[config.mk]
export PLATFORM = sky130hd
export DESIGN_NAME = mac_load_controller
export DESIGN_NICKNAME = d
export VERILOG_FILES = /design/src/rtl/mac_load_controller.sv
export SDC_FILE = /design/constraint.sdc
export NUM_CORES = 1
export LEC_CHECK = 0
export CAP_MARGIN = 15
export CORE_MARGIN = 2
export CORE_UTILIZATION = 40
export CTS_BUF_LIST = sky130_fd_sc_hd__clkbuf_8
export DETAILED_ROUTE_END_ITERATION = 10
export PLACE_DENSITY_LB_ADDON = 0.25
export SYNTH_ARGS = -nofsm -noshare
export SYNTH_HDL_FRONTEND = slang
export SYNTH_SLANG_ARGS = --single-unit
[constraint.sdc]
create_clock -name clk -period 1.63 [get_ports clk]
set_input_delay 0.326 -clock clk [delete_from_list [all_inputs] [get_ports clk]]
set_output_delay 0.326 -clock clk [all_outputs]
set_load 0.02 [all_outputs]
[src/rtl/mac_load_controller.sv]
// mac_load_controller
// Sequences an operand stream into NLANES input registers. Each accepted
// operand is broadcast on lane_din with a one-hot lane_wen one cycle later.
// After the last lane, the block pulses mac_en for MAC_LAT cycles and then
// holds res_valid until the consumer takes the result.
//
// Optional feature macro: SMAC_CTRL_PERF_EN adds the 16-bit perf_jobs
// output, which counts completed result handshakes and wraps at 0xFFFF.
//
// state   | meaning
// IDLE    | waiting for start
// LOAD    | accepting operands, one lane per transfer
// COMMIT  | final lane_wen on the bus, no further operands accepted
// COMPUTE | mac_en high, down-counter running
// DONE    | res_valid high until res_ready
module mac_load_controller #(
    parameter int RP      = 16,
    parameter int NLANES  = 4,
    parameter int MAC_LAT = 3
) (
    input  logic              clk,
    input  logic              rst_n,
    input  logic              start,
    input  logic [RP-1:0]     in_data,
    input  logic              in_valid,
    output logic              in_ready,
    output logic [NLANES-1:0] lane_wen,
    output logic [RP-1:0]     lane_din,
    output logic              mac_en,
    output logic              res_valid,
    input  logic              res_ready,
    output logic              busy
`ifdef SMAC_CTRL_PERF_EN
    ,
    output logic [15:0]       perf_jobs
`endif
);

    localparam int PW = (NLANES > 1) ? $clog2(NLANES) : 1;
    localparam int CW = $clog2(MAC_LAT + 1);

    localparam logic [PW-1:0]     LAST_LANE = PW'(NLANES - 1);
    localparam logic [CW-1:0]     LAT_LOAD  = CW'(MAC_LAT);
    localparam logic [CW-1:0]     CNT_ONE   = CW'(1);
    localparam logic [NLANES-1:0] LANE0     = NLANES'(1);

    typedef enum logic [2:0] {
        IDLE    = 3'd0,
        LOAD    = 3'd1,
        COMMIT  = 3'd2,
        COMPUTE = 3'd3,
        DONE    = 3'd4
    } state_t;

    state_t        state;
    logic [PW-1:0] ptr;
    logic [CW-1:0] cnt;

    // in_ready and busy depend on state only, so the stream can handshake
    // in the first LOAD cycle.
    assign in_ready = (state == LOAD);
    assign busy     = (state != IDLE);

    // Job sequencer: state, lane pointer, compute counter and registered outputs.
    always_ff @(posedge clk or negedge rst_n) begin
        if (!rst_n) begin
            state     <= IDLE;
            ptr       <= '0;
            cnt       <= '0;
            lane_wen  <= '0;
            lane_din  <= '0;
            mac_en    <= 1'b0;
            res_valid <= 1'b0;
        end else begin
            lane_wen <= '0;
            case (state)
                IDLE: begin
                    if (start) begin
                        state <= LOAD;
                        ptr   <= '0;
                    end
                end
                LOAD: begin
                    if (in_valid) begin
                        lane_wen <= LANE0 << ptr;
                        lane_din <= in_data;
                        // The pointer parks on the last lane rather than
                        // wrapping; it is cleared again on the next LOAD entry.
                        if (ptr == LAST_LANE) begin
                            state <= COMMIT;
                        end else begin
                            ptr <= ptr + 1'b1;
                        end
                    end
                end
                COMMIT: begin
                    state  <= COMPUTE;
                    mac_en <= 1'b1;
                    cnt    <= LAT_LOAD;
                end
                COMPUTE: begin
                    cnt <= cnt - 1'b1;
                    if (cnt == CNT_ONE) begin
                        state     <= DONE;
                        mac_en    <= 1'b0;
                        res_valid <= 1'b1;
                    end
                end
                DONE: begin
                    if (res_ready) begin
                        res_valid <= 1'b0;
                        if (start) begin
                            state <= LOAD;
                            ptr   <= '0;
                        end else begin
                            state <= IDLE;
                        end
                    end
                end
                default: begin
                    state     <= IDLE;
                    ptr       <= '0;
                    cnt       <= '0;
                    mac_en    <= 1'b0;
                    res_valid <= 1'b0;
                end
            endcase
        end
    end

`ifdef SMAC_CTRL_PERF_EN
    // Completed-job counter, advanced on each result handshake.
    always_ff @(posedge clk or negedge rst_n) begin
        if (!rst_n) begin
            perf_jobs <= 16'h0000;
        end else if (state == DONE && res_ready) begin
            perf_jobs <= perf_jobs + 16'h0001;
        end
    end
`endif

endmodule

# [After elaboration in Yosys (flattened, before gate mapping)]
# Index checks and enable logic that the tools add are counted.
# W data, S select, Z words.
[totals] wordCells=55 ff_bits=29
[op_classes] n_shift=1 n_bitwise=3 eq_ne=12 n_reduce_logical=10 n_mux=20 n_addsub=2
[op_table] operator="$mux W3" count=5
[op_table] operator="$pmux W3 S5" count=1
[op_table] operator="$ne A2 B2 Y1 const B" count=5
[op_table] operator="$mux W2" count=4
[op_table] operator="$mux W4" count=2
[op_table] operator="$pmux W2 S4" count=1
[op_table] operator="$eq A3 B2 Y1 const B" count=2
[op_table] operator="$pmux W1 S3" count=2
[op_table] operator="$pmux W2 S3" count=1
[op_table] operator="$reduce_or A3 Y1" count=2
[op_table] operator="$reduce_and A5 Y1" count=1
[op_table] operator="$mux W1" count=4
[op_table] operator="$reduce_and A2 Y1" count=2
[op_table] operator="$reduce_and A4 Y1" count=1
[op_table] operator="$shl A1 B2 Y4 const A" count=1
[op_table] operator="$eq A3 B1 Y1 const B" count=1
[op_table] operator="$eq A3 B3 Y1 const B" count=1
[op_table] operator="$logic_not A3 Y1" count=1
[op_table] operator="$not A1 Y1" count=3
[op_table] operator="$reduce_and A3 Y1" count=1
[op_table] operator="$reduce_bool A3 Y1" count=1
[op_table] operator="$add A2 B1 Y2 const B" count=1
[op_table] operator="$eq A2 B1 Y1 const B" count=1
[op_table] operator="$eq A2 B2 Y1 const B" count=1
[op_table] operator="3 further kinds" count=3

# [Longest topological paths before layout]
# Gate-level depths: netlist of run 1.
[logic_depth] word_depth=4 ltp_mapped=7 mapped_depth_nobuf=5

# [Least setup slack after synthesis of run 1]
# No wires, ideal clock.
[synth_timing] kind="register to register" from="register state[1]" to="register lane_din[10]" path_stages_with_launch=8 required_ns=1.505 arrival_ns=1.541 path_slack_ns=-0.037 period_less_slack_ns=1.667 path_cell_list="dfrtp_1 buf_6 nand2b_4 nor2_4 and2_4 buf_6 buf_12 mux2_4"
[synth_between] elab_chain_cells=2
[synth_rtl] element="start, declared" line="55" text="state_t state;"
[synth_rtl] element="start signal, assigned" line="67" text="state <= IDLE;"
[synth_rtl] element="start signal, assigned" line="79" text="state <= LOAD;"
[synth_rtl] element="start signal, assigned" line="90" text="state <= COMMIT;"
[synth_rtl] element="$eq A3 B1 Y1"
[synth_rtl] element="net in_ready" line="26" text="output logic in_ready,"
[synth_rtl] element="$reduce_and A2 Y1 (no line)"
[synth_rtl] element="end signal, assigned" line="86" text="lane_din <= in_data;"
[synth_rtl] element="end, declared" line="28" text="output logic [RP-1:0] lane_din,"
# The timed path passes the listed nets, and every way through them passes these cells.
# A chain may end at the register's enable or synchronous reset.

# [Worst setup path in the final report of run 1]
[layout_timing] from="register res_valid" to="output res_valid"
[layout_rtl] element="start, declared" line="30" text="output logic res_valid,"
[layout_rtl] element="start signal, assigned" line="73" text="res_valid <= 1'b0;"
[layout_rtl] element="start signal, assigned" line="106" text="res_valid <= 1'b1;"
[layout_rtl] element="start signal, assigned" line="111" text="res_valid <= 1'b0;"
# No word-level cell between the ends.

==> results.py, run 1 <==
metrics = {
    "outcome": {
        "status": "finished clean",
    },
    "setup_path": {
        "crit_path_cell_trace": "clkdlybuf4s50_1",
        "crit_path_end": "res_valid",
        "critPathTopFamily": "buffers and inverters",
        "critPathSlowestCell": "clkdlybuf4s50_1",
        "crit_type": "reg2out",
        "reg2reg_slack_ns": 0.12,
        "cp.arrival_ns": 1.25,
        "reg2reg_to": "ptr[0]",
        "critPathCaptureType": "primary output",
        "slowest_delay_ns": 0.61,
        "start_kind": "register",
        "crit_buf_inv": 1,
        "cp.depth": 1,
        "required_ns": 1.30,
        "r2r_cells": 6,
        "crit_path_start": "res_valid",
        "r2r-start": "state[1]",
        "cp_max_fo": 3,
    },
    "drt": {
        "drt_pass1_iterations": 4,
        "ant_nets": 0,
        "wl_per_cell_um": 13.74,
        "drt_first_iter_violations": 42,
        "routed_wirelength_um": 2872,
        "vias": 1019,
        "drc": 0,
        "post_drt_via_cell_ratio": 4.876,
    },
    "power_and_ir_drop": {
        "pwr-share-comb_pct": 53.9,
        "p_sw_mw": 1.423,
        "clkPwrFrac_pct": 14.2,
        "power_density_nw_per_um2": 1977,
        "ir_drop_uv": 799.6,
        "p_sw_share_pct": 36.77,
        "p_int_mw": 2.446,
        "leakage_nw": 0.8815,
        "seq_power_share_pct": 31.9,
    },
    "clocking": {
        "clk_latency_ns": 0.28,
        "clockRootBuffer": "clkbuf_8",
        "htree_levels": 2,
        "cts_buffers": 5,
        "cts_tree": "built",
        "clock-sinks": 29,
        "clockBufferDepth": 2,
        "cts.clk_slew.worst_paths_ns": 0.06,
        "hold_buffers": 0,
    },
    "synth": {
        "ys_ff_latch": 29,
        "synthArstFlopShare_pct": 100.0,
        "synthTopCellsByCount": "29 x dfrtp_1, 10 x mux2_4, 7 x a21oi_1, 7 x inv_1",
        "syn_area_um2": 1346,
        "yosys-top-cells-area": "dfrtp_1 54%, mux2_4 11%, mux2_2 5.0%",
        "yosysTopAreaCell": "dfrtp_1",
        "synth.most_common_cell": "dfrtp_1",
        "ys_warn_count": 0,
        "synth_top_area_share_pct": 53.90,
        "synthFlopType": "dfrtp_1",
        "ys_seq_area_share_pct": 53.90,
        "avgSynthCellArea_um2": 12.82,
        "synth_cell_types": 25,
        "synth_fp_nets": 131,
        "syn_inst": 105,
        "synth_edf_count": 0,
    },
    "placement": {
        "portBuffers": 44,
        "dp.cells": 200,
        "hpwl_um": 2039,
        "dpl-instance-area_um2": 1869,
        "routabilityCongestion": 0.8684,
    },
    "floorplanning": {
        "rows": 21,
        "dieHeight_um": 62.02,
        "start_util_pct": 40.99,
        "dieArea_um2": 3846,
        "ios": 45,
        "coreArea_um2": 3284,
        "fp.dieW_um": 62.02,
    },
    "sta": {
        "slew_viol_final": 0,
        "fmax_mhz": 633.6,
        "hold_violations": 0,
        "period_needed_ns": 1.578,
        "finalClockSkew_ns": 0.005000,
        "setup_violations": 0,
        "min_period_over_period_pct": 96.83,
        "slew_headroom_pct": 75.93,
        "worst_slew_pin_slew_ns": 0.3610,
    },
    "cells_and_area": {
        "stdcell_count": 209,
        "area_delta_synth_final_pct": 45.35,
        "fillerInstances": 276,
        "stdcell_area_um2": 1957,
        "fin_nets": 188,
        "drive_above_1_share_pct": 25.15,
        "diodes": 0,
    },
    "global_routing": {
        "antenna_found_initial": 0,
        "overflow": 0,
        "grt_usage_pct": 15.75,
        "grt_max_degree": 30,
        "grt_pass1_vias": 986,
        "grt_pass1_wl_um": 4257,
    },
    "job": {
        "maxCapViolations": 0,
    },
    "hold_path": {
        "worstHoldPathType": "in2async",
    },
}
==> cell type report <==
class	instances	area (um2)	area share, %
clock buffers	5	68.82	3.517
clock inverters	3	13.76	0.7033
inverters	7	26.28	1.343
multi-input cells	65	553.0	28.26
flip-flops and latches	29	728.2	37.21
well taps	46	57.56	2.941
repair buffers	54	509.2	26.02
==> placed cells by master (no fill, tap or decap), types with 2 or more instances in the layout <==
master	count
o22ai_1	3
clkbuf_8	5
nor2_1	2
dfrtp_2	2
nand2b_1	2
mux2_4	10
o21ai_0	6
and3_1	4
ha_1	5
and2_4	2
clkinv_2	2
a21oi_1	7
dfrtp_1	27
nand2_1	6
o32ai_1	2
inv_1	8
o31ai_1	2
buf_4	10
a221oi_1	2
mux2_2	6
clkdlybuf4s50_1	42
==> sequential cells by signal, indices dropped and copies added, names as in the netlist <==
| register | count |
|---|---|
| mac_en | 1 |
| state | 3 |
| cnt | 2 |
| res_valid | 1 |
| ptr | 2 |
| lane_din | 16 |
| lane_wen | 4 |
==> worst min-delay path by stage <==
| stage | start | endpoint | depth (start not counted) |
|---|---|---|---|
| after floorplan | rst_n | cnt[0] | 0 |
| after global placement | lane_din[1] | lane_din[1] | 1 |
| after detailed placement | lane_din[8] | lane_din[8] | 1 |
| after CTS | rst_n | cnt[1] | 2 |
| after global routing | rst_n | lane_din[6] | 2 |
| final | rst_n | lane_din[12] | 2 |
==> cell families after synthesis <==
family	after synthesis	share of synthesized area (%)
and+or+nand+nor	19	8.457
DFF	29	53.90
adders and majority gates	5	4.647
buffers and inverters	12	5.670
muxes	17	16.91
AOI/OAI and AO/OA	23	10.41
==> metrics by stage <==
step	hold WS [ns]	power, mW	utilization, %	setup slack, ns	setup TNS [ns]
after floorplan	0.03041	2.523	-	-0.03659	-0.3659
after global placement	0.4917	3.282	56.91	-0.03572	-0.1419
after detailed placement	0.4922	3.344	56.91	-0.05246	-0.3005
after CTS	0.4479	3.901	59.43	0.01558	0
after global routing	0.4606	4.155	59.58	-0.01669	-0.01669
final	0.4342	3.869	59.58	0.05171	0
==> power groups by stage <==
| stage | clock (mW) | combinational, mW | sequential (mW) |
|---|---|---|---|
| 2_1_floorplan | 0 | 0.984 | 1.54 |
| 3_3_place_gp | 0 | 2.05 | 1.23 |
| 3_5_place_dp | 0 | 2.10 | 1.25 |
| 4_1_cts | 0.574 | 2.09 | 1.24 |
| 5_1_grt | 0.614 | 2.26 | 1.28 |
| 6_report | 0.550 | 2.09 | 1.23 |
==> metal layers <==
metal / track usage [%] / share of wire [%] / up-vias
li1: - / - / 487
met1: 18.35 / 43 / 486
met2: 25.15 / 46 / 41
met3: 6.625 / 8.7 / 5
met4: 7.295 / 1.7 / 0
met5: 0 / 0 / -
==> what timing repair did <==
item | 4_1_cts | 5_1_grt
cloned | 0 | 1
buffers inserted | 0 | 0
gates resized for setup | 4 | 3
hold endpoints to repair | 0 | 0
endpoints found under the setup margin | 2 | 17
No activity file was read; power rests on OpenSTA's default activity.
==> run 2, diff against run 1 <==
CORE_ASPECT_RATIO = 1.4   (was default)
==> run 2 against run 1 <==
Effect of this change:
- cell count down 4.8%
- non-clock buffer count down 2
- cell area down 1.2%
- critical path depth unchanged
- count of clock-buffer cells in the layout unchanged
- sequential power about the same
- via count down 2.5%
- utilization up 1.7 points
- register-to-register slack worse by 0.03 ns
- critical path type unchanged
- highest routed layer unchanged
==> results.py, run 2 (synthesis results as in run 1) <==
metrics = {
    "placement": {
        "dp.cells": 191,
        "hpwl_um": 2056,
        "dpl-instance-area_um2": 1846,
        "portBuffers": 44,
        "routabilityCongestion": 0.8078,
    },
    "global_routing": {
        "grt_usage_pct": 17.03,
        "overflow": 0,
        "grt_pass1_wl_um": 4636,
        "grt_max_degree": 30,
        "antenna_found_initial": 0,
        "grt_pass1_vias": 1061,
    },
    "setup_path": {
        "required_ns": 1.30,
        "critPathCaptureType": "primary output",
        "crit_path_start": "lane_din[15]",
        "cp_max_fo": 2,
        "critPathTopFamily": "buffers and inverters",
        "cp.arrival_ns": 1.24,
        "crit_path_cell_trace": "clkdlybuf4s50_1",
        "r2r-start": "state[1]",
        "critPathSlowestCell": "clkdlybuf4s50_1",
        "crit_type": "reg2out",
        "start_kind": "register",
        "slowest_delay_ns": 0.61,
        "crit_buf_inv": 1,
    },
    "clocking": {
        "hold_buffers": 0,
        "clk_latency_ns": 0.28,
        "clockBufferDepth": 2,
        "cts_buffers": 5,
        "cts_tree": "built",
        "clockRootBuffer": "clkbuf_8",
        "cts_setup_buffers": 0,
        "htree_levels": 2,
        "cts.clk_slew.worst_paths_ns": 0.06,
        "clock-sinks": 29,
    },
    "power_and_ir_drop": {
        "seq_power_share_pct": 32.1,
        "p_sw_mw": 1.414,
        "power_density_nw_per_um2": 1984,
        "clkPwrFrac_pct": 14.3,
        "p_sw_share_pct": 36.86,
        "leakage_nw": 0.8744,
        "ir_drop_uv": 1021,
        "pwr-share-comb_pct": 53.6,
        "p_int_mw": 2.421,
        "p_total_mw": 3.835,
    },
    "cells_and_area": {
        "area_delta_synth_final_pct": 43.59,
        "fin_nets": 185,
        "largest_registers": "lane_din (16), lane_wen (4), state (3)",
        "largest_register_ffs": 16,
        "top_register": "lane_din",
        "drive_above_1_share_pct": 23.75,
        "final_util_pct": 61.31,
        "stdcell_area_um2": 1933,
        "final_common_cell": "clkdlybuf4s50_1",
        "diodes": 0,
        "stdcell_count": 199,
        "final_cell_mix": "41 x clkdlybuf4s50_1, 28 x dfrtp_1, 10 x mux2_4",
    },
    "sta": {
        "min_period_over_period_pct": 96.04,
        "rsz0062_at_grt": "false",
        "fmax_mhz": 638.8,
        "fin_tns_setup_ns": 0,
        "setup_violations": 0,
        "slew_headroom_pct": 76.06,
        "worst_slew_pin_slew_ns": 0.3591,
        "slew_viol_final": 0,
        "finalClockSkew_ns": 0.005497,
        "hold_violations": 0,
        "period_needed_ns": 1.565,
    },
    "drt": {
        "drc": 0,
        "drt_first_iter_violations": 5,
        "ant_nets": 0,
        "routed_wirelength_um": 2735,
        "post_drt_via_cell_ratio": 4.995,
        "wl_per_cell_um": 13.74,
        "drt_pass1_iterations": 2,
        "vias": 994,
    },
    "floorplanning": {
        "rows": 24,
        "fp.dieW_um": 53.03,
        "ios": 45,
        "coreArea_um2": 3153,
        "dieArea_um2": 3852,
        "start_util_pct": 42.70,
        "dieHeight_um": 72.65,
    },
    "job": {
        "maxCapViolations": 0,
    },
    "hold_path": {
        "worstHoldPathType": "in2async",
    },
    "outcome": {
        "status": "finished clean",
    },
}
-- run 2: layer usage --
metal	share of wire (%)	up-vias	GRT usage, %
li1	-	477	-
met1	39	470	18.22
met2	49	37	27.22
met3	8.2	10	6.557
met4	3.4	0	11.40
met5	0	-	0
-- run 2: metrics by stage --
step                setup WS [ns]  hold slack (ns)
floorplan                -0.03659          0.03041
global placement         -0.02505           0.4922
detailed placement       -0.07530           0.4926
CTS                       0.02604           0.4387
global route            0.0009118           0.4659
finish                    0.06463           0.4260
-- run 2: final timing paths --
kind	endpoint	cells past startpoint	slack, ns
min reg2reg	lane_din[14]	1	0.51
max	lane_din[15]	1	0.06
min in group clk	lane_din[14]	1	0.51
max in group asynchronous	state[2]	2	0.92
max reg2reg	lane_din[3]	5	0.09
min	lane_din[4]	2	0.43
-- run 2: timing repair --
| item | CTS | global route |
|---|---|---|
| resized for setup | 3 | 4 |
| setup endpoints to repair | 2 | 3 |
| pin swaps | 0 | 0 |
-- run 2: final cells by class --
type                       count  area, um2
clock buffer                   5      68.82
clock inverter                 3      13.76
fill                         269       1220
inverter                       7      26.28
multi-input combinational     64      551.8
sequential                    29      726.9
tap                           39      48.80
timing repair buffer          52      496.7
-- run 2: power by group through the flow --
stage	Sequential [mW]	Clock, mW	Combinational, mW
4_1_cts	1.24	0.570	2.08
6_report	1.23	0.548	2.05
3_3_place_gp	1.23	0	2.03
3_5_place_dp	1.25	0	2.08
5_1_grt	1.27	0.609	2.24
2_1_floorplan	1.54	0	0.984
==> run 3, diff against run 2 <==
CORE_MARGIN = 10   (was 2)
CTS_BUF_LIST = default   (was sky130_fd_sc_hd__clkbuf_8)
==> run 3 against run 2 <==
Effect of this change:
- wire length grew 17%
- total power grew 3.5%
- via count grew 1.1%
- flip-flop and latch count is the same
- critical path type unchanged
- first-iteration DRC count grew to 3.4 times the previous value
- die area grew 59%
- critical path depth is the same
- largest cell class unchanged
- cell area grew 1.5%
==> results.py, run 3 (synthesis results as in run 1) <==
metrics = {
    "setup_path": {
        "crit_buf_inv": 1,
        "crit_type": "reg2out",
        "crit_path_cell_trace": "clkdlybuf4s50_1",
        "required_ns": 1.30,
        "start_kind": "register",
        "critPathSlowestCell": "clkdlybuf4s50_1",
        "critPathCaptureType": "primary output",
        "critPathTopFamily": "buffers and inverters",
        "slowest_delay_ns": 0.62,
        "cp.arrival_ns": 1.25,
        "cp_max_fo": 2,
    },
    "cells_and_area": {
        "area_delta_synth_final_pct": 45.72,
        "final_util_pct": 61.64,
        "drive_above_1_share_pct": 24.69,
        "diodes": 0,
        "stdcell_count": 201,
        "top_register": "lane_din",
        "fin_nets": 187,
        "largest_registers": "lane_din (16), lane_wen (4), state (3)",
        "final_cell_mix": "41 x clkdlybuf4s50_1, 29 x dfrtp_1, 10 x mux2_4",
        "final_common_cell": "clkdlybuf4s50_1",
        "largest_register_ffs": 16,
    },
    "sta": {
        "fmax_mhz": 634.2,
        "slew_headroom_pct": 68.27,
        "setup_violations": 0,
        "hold_violations": 0,
        "rsz0062_at_grt": "false",
        "worst_slew_pin_slew_ns": 0.4744,
        "min_period_over_period_pct": 96.74,
        "period_needed_ns": 1.577,
        "finalClockSkew_ns": 0.006415,
        "slew_viol_final": 0,
    },
    "floorplanning": {
        "dieHeight_um": 88.65,
        "start_util_pct": 42.30,
        "ios": 45,
        "coreArea_um2": 3183,
        "rows": 24,
        "fp.dieW_um": 69.03,
        "dieArea_um2": 6119,
    },
    "power_and_ir_drop": {
        "power_density_nw_per_um2": 2024,
        "leakage_nw": 0.8885,
        "ir_drop_uv": 1125,
    },
    "drt": {
        "ant_nets": 0,
        "post_drt_via_cell_ratio": 5.000,
        "drc": 0,
        "drt_first_iter_violations": 17,
        "vias": 1005,
        "routed_wirelength_um": 3191,
        "wl_per_cell_um": 15.88,
        "drt_pass1_iterations": 4,
    },
    "placement": {
        "portBuffers": 44,
        "hpwl_um": 2389,
        "dp.cells": 192,
        "routabilityCongestion": 0.8506,
    },
    "global_routing": {
        "grt_max_degree": 30,
        "top_usage_layer": "met2",
        "gr-usage-met3_pct": 5.269,
        "grtUsageMet2_pct": 18.08,
        "overflow": 0,
        "grt_usage_pct": 10.94,
        "antenna_found_initial": 0,
        "grt_use_met1_pct": 11.87,
        "grt_pass1_vias": 1101,
        "grt_pass1_wl_um": 5333,
    },
    "clocking": {
        "cts.clk_slew.worst_paths_ns": 0.06,
        "clockRootBuffer": "clkbuf_8",
        "htree_levels": 2,
        "clockBufferDepth": 2,
        "clock-sinks": 29,
        "cts_buffers": 5,
        "clk_latency_ns": 0.28,
        "cts_setup_buffers": 0,
        "cts_tree": "built",
    },
    "outcome": {
        "status": "finished clean",
    },
    "hold_path": {
        "worstHoldPathType": "in2async",
    },
    "job": {
        "maxCapViolations": 0,
    },
}
run 3: stage by stage:
stage	setup TNS, ns	instance area [um2]	power, mW	setup WS [ns]	hold WS [ns]
after floorplan	-0.3659	1346	2.523	-0.03659	0.03041
after global placement	-0.07138	1853	3.299	-0.01291	0.4920
after detailed placement	-0.2122	1853	3.364	-0.04142	0.4960
after CTS	0	1952	3.999	0.01696	0.4404
after global routing	0	1962	4.266	0.004187	0.4593
final	0	1962	3.970	0.05312	0.4299
run 3: worst reg2reg max path, cell delays in order, from the launching register on:
cell and delay, ns:
dfrtp_1 0.41, buf_4 0.18, or2_2 0.34, o32ai_1 0.26
a221oi_1 0.12, a21oi_1 0.15
run 3: worst paths after layout:
kind / start / endpoint / slack (ns) / cells past startpoint
max: lane_din[3] / lane_din[3] / 0.05 / 1
min: rst_n / cnt[1] / 0.43 / 2
max reg2reg: state[1] / state[0] / 0.10 / 5
min reg2reg: lane_din[2] / lane_din[2] / 0.51 / 1
max in group asynchronous: rst_n / lane_wen[0] / 0.94 / 2
min in group clk: lane_din[2] / lane_din[2] / 0.51 / 1
run 3: layer usage:
layer | wire (um) | vias to the layer above | share of wire [%]
li1 | - | 485 | -
met1 | 1307 | 477 | 41
met2 | 1588 | 38 | 50
met3 | 245 | 5 | 7.7
met4 | 49 | 0 | 1.5
met5 | 0 | - | 0
run 3: where the power goes:
group | switching, mW | leakage (nW) | internal [mW]
registers | 0.194 | 0.349 | 1.04
logic | 0.991 | 0.485 | 1.10
clock network | 0.263 | 0.0542 | 0.381
run 3: area by class of cell:
cell class / instances / area, um2
fillers: 266 / 1221
flip-flops and latches: 29 / 725.7
multi-input cells: 65 / 555.5
repair buffers: 53 / 504.2
clock buffers: 7 / 96.34
well taps: 39 / 48.80
inverters: 7 / 26.28
clock inverters: 1 / 5.005
run 3: repair_timing:
action,CTS,global route
cloned,0,1
setup endpoints to repair,2,9
pin swaps,0,0
hold buffers,0,0
gates resized for setup,2,5
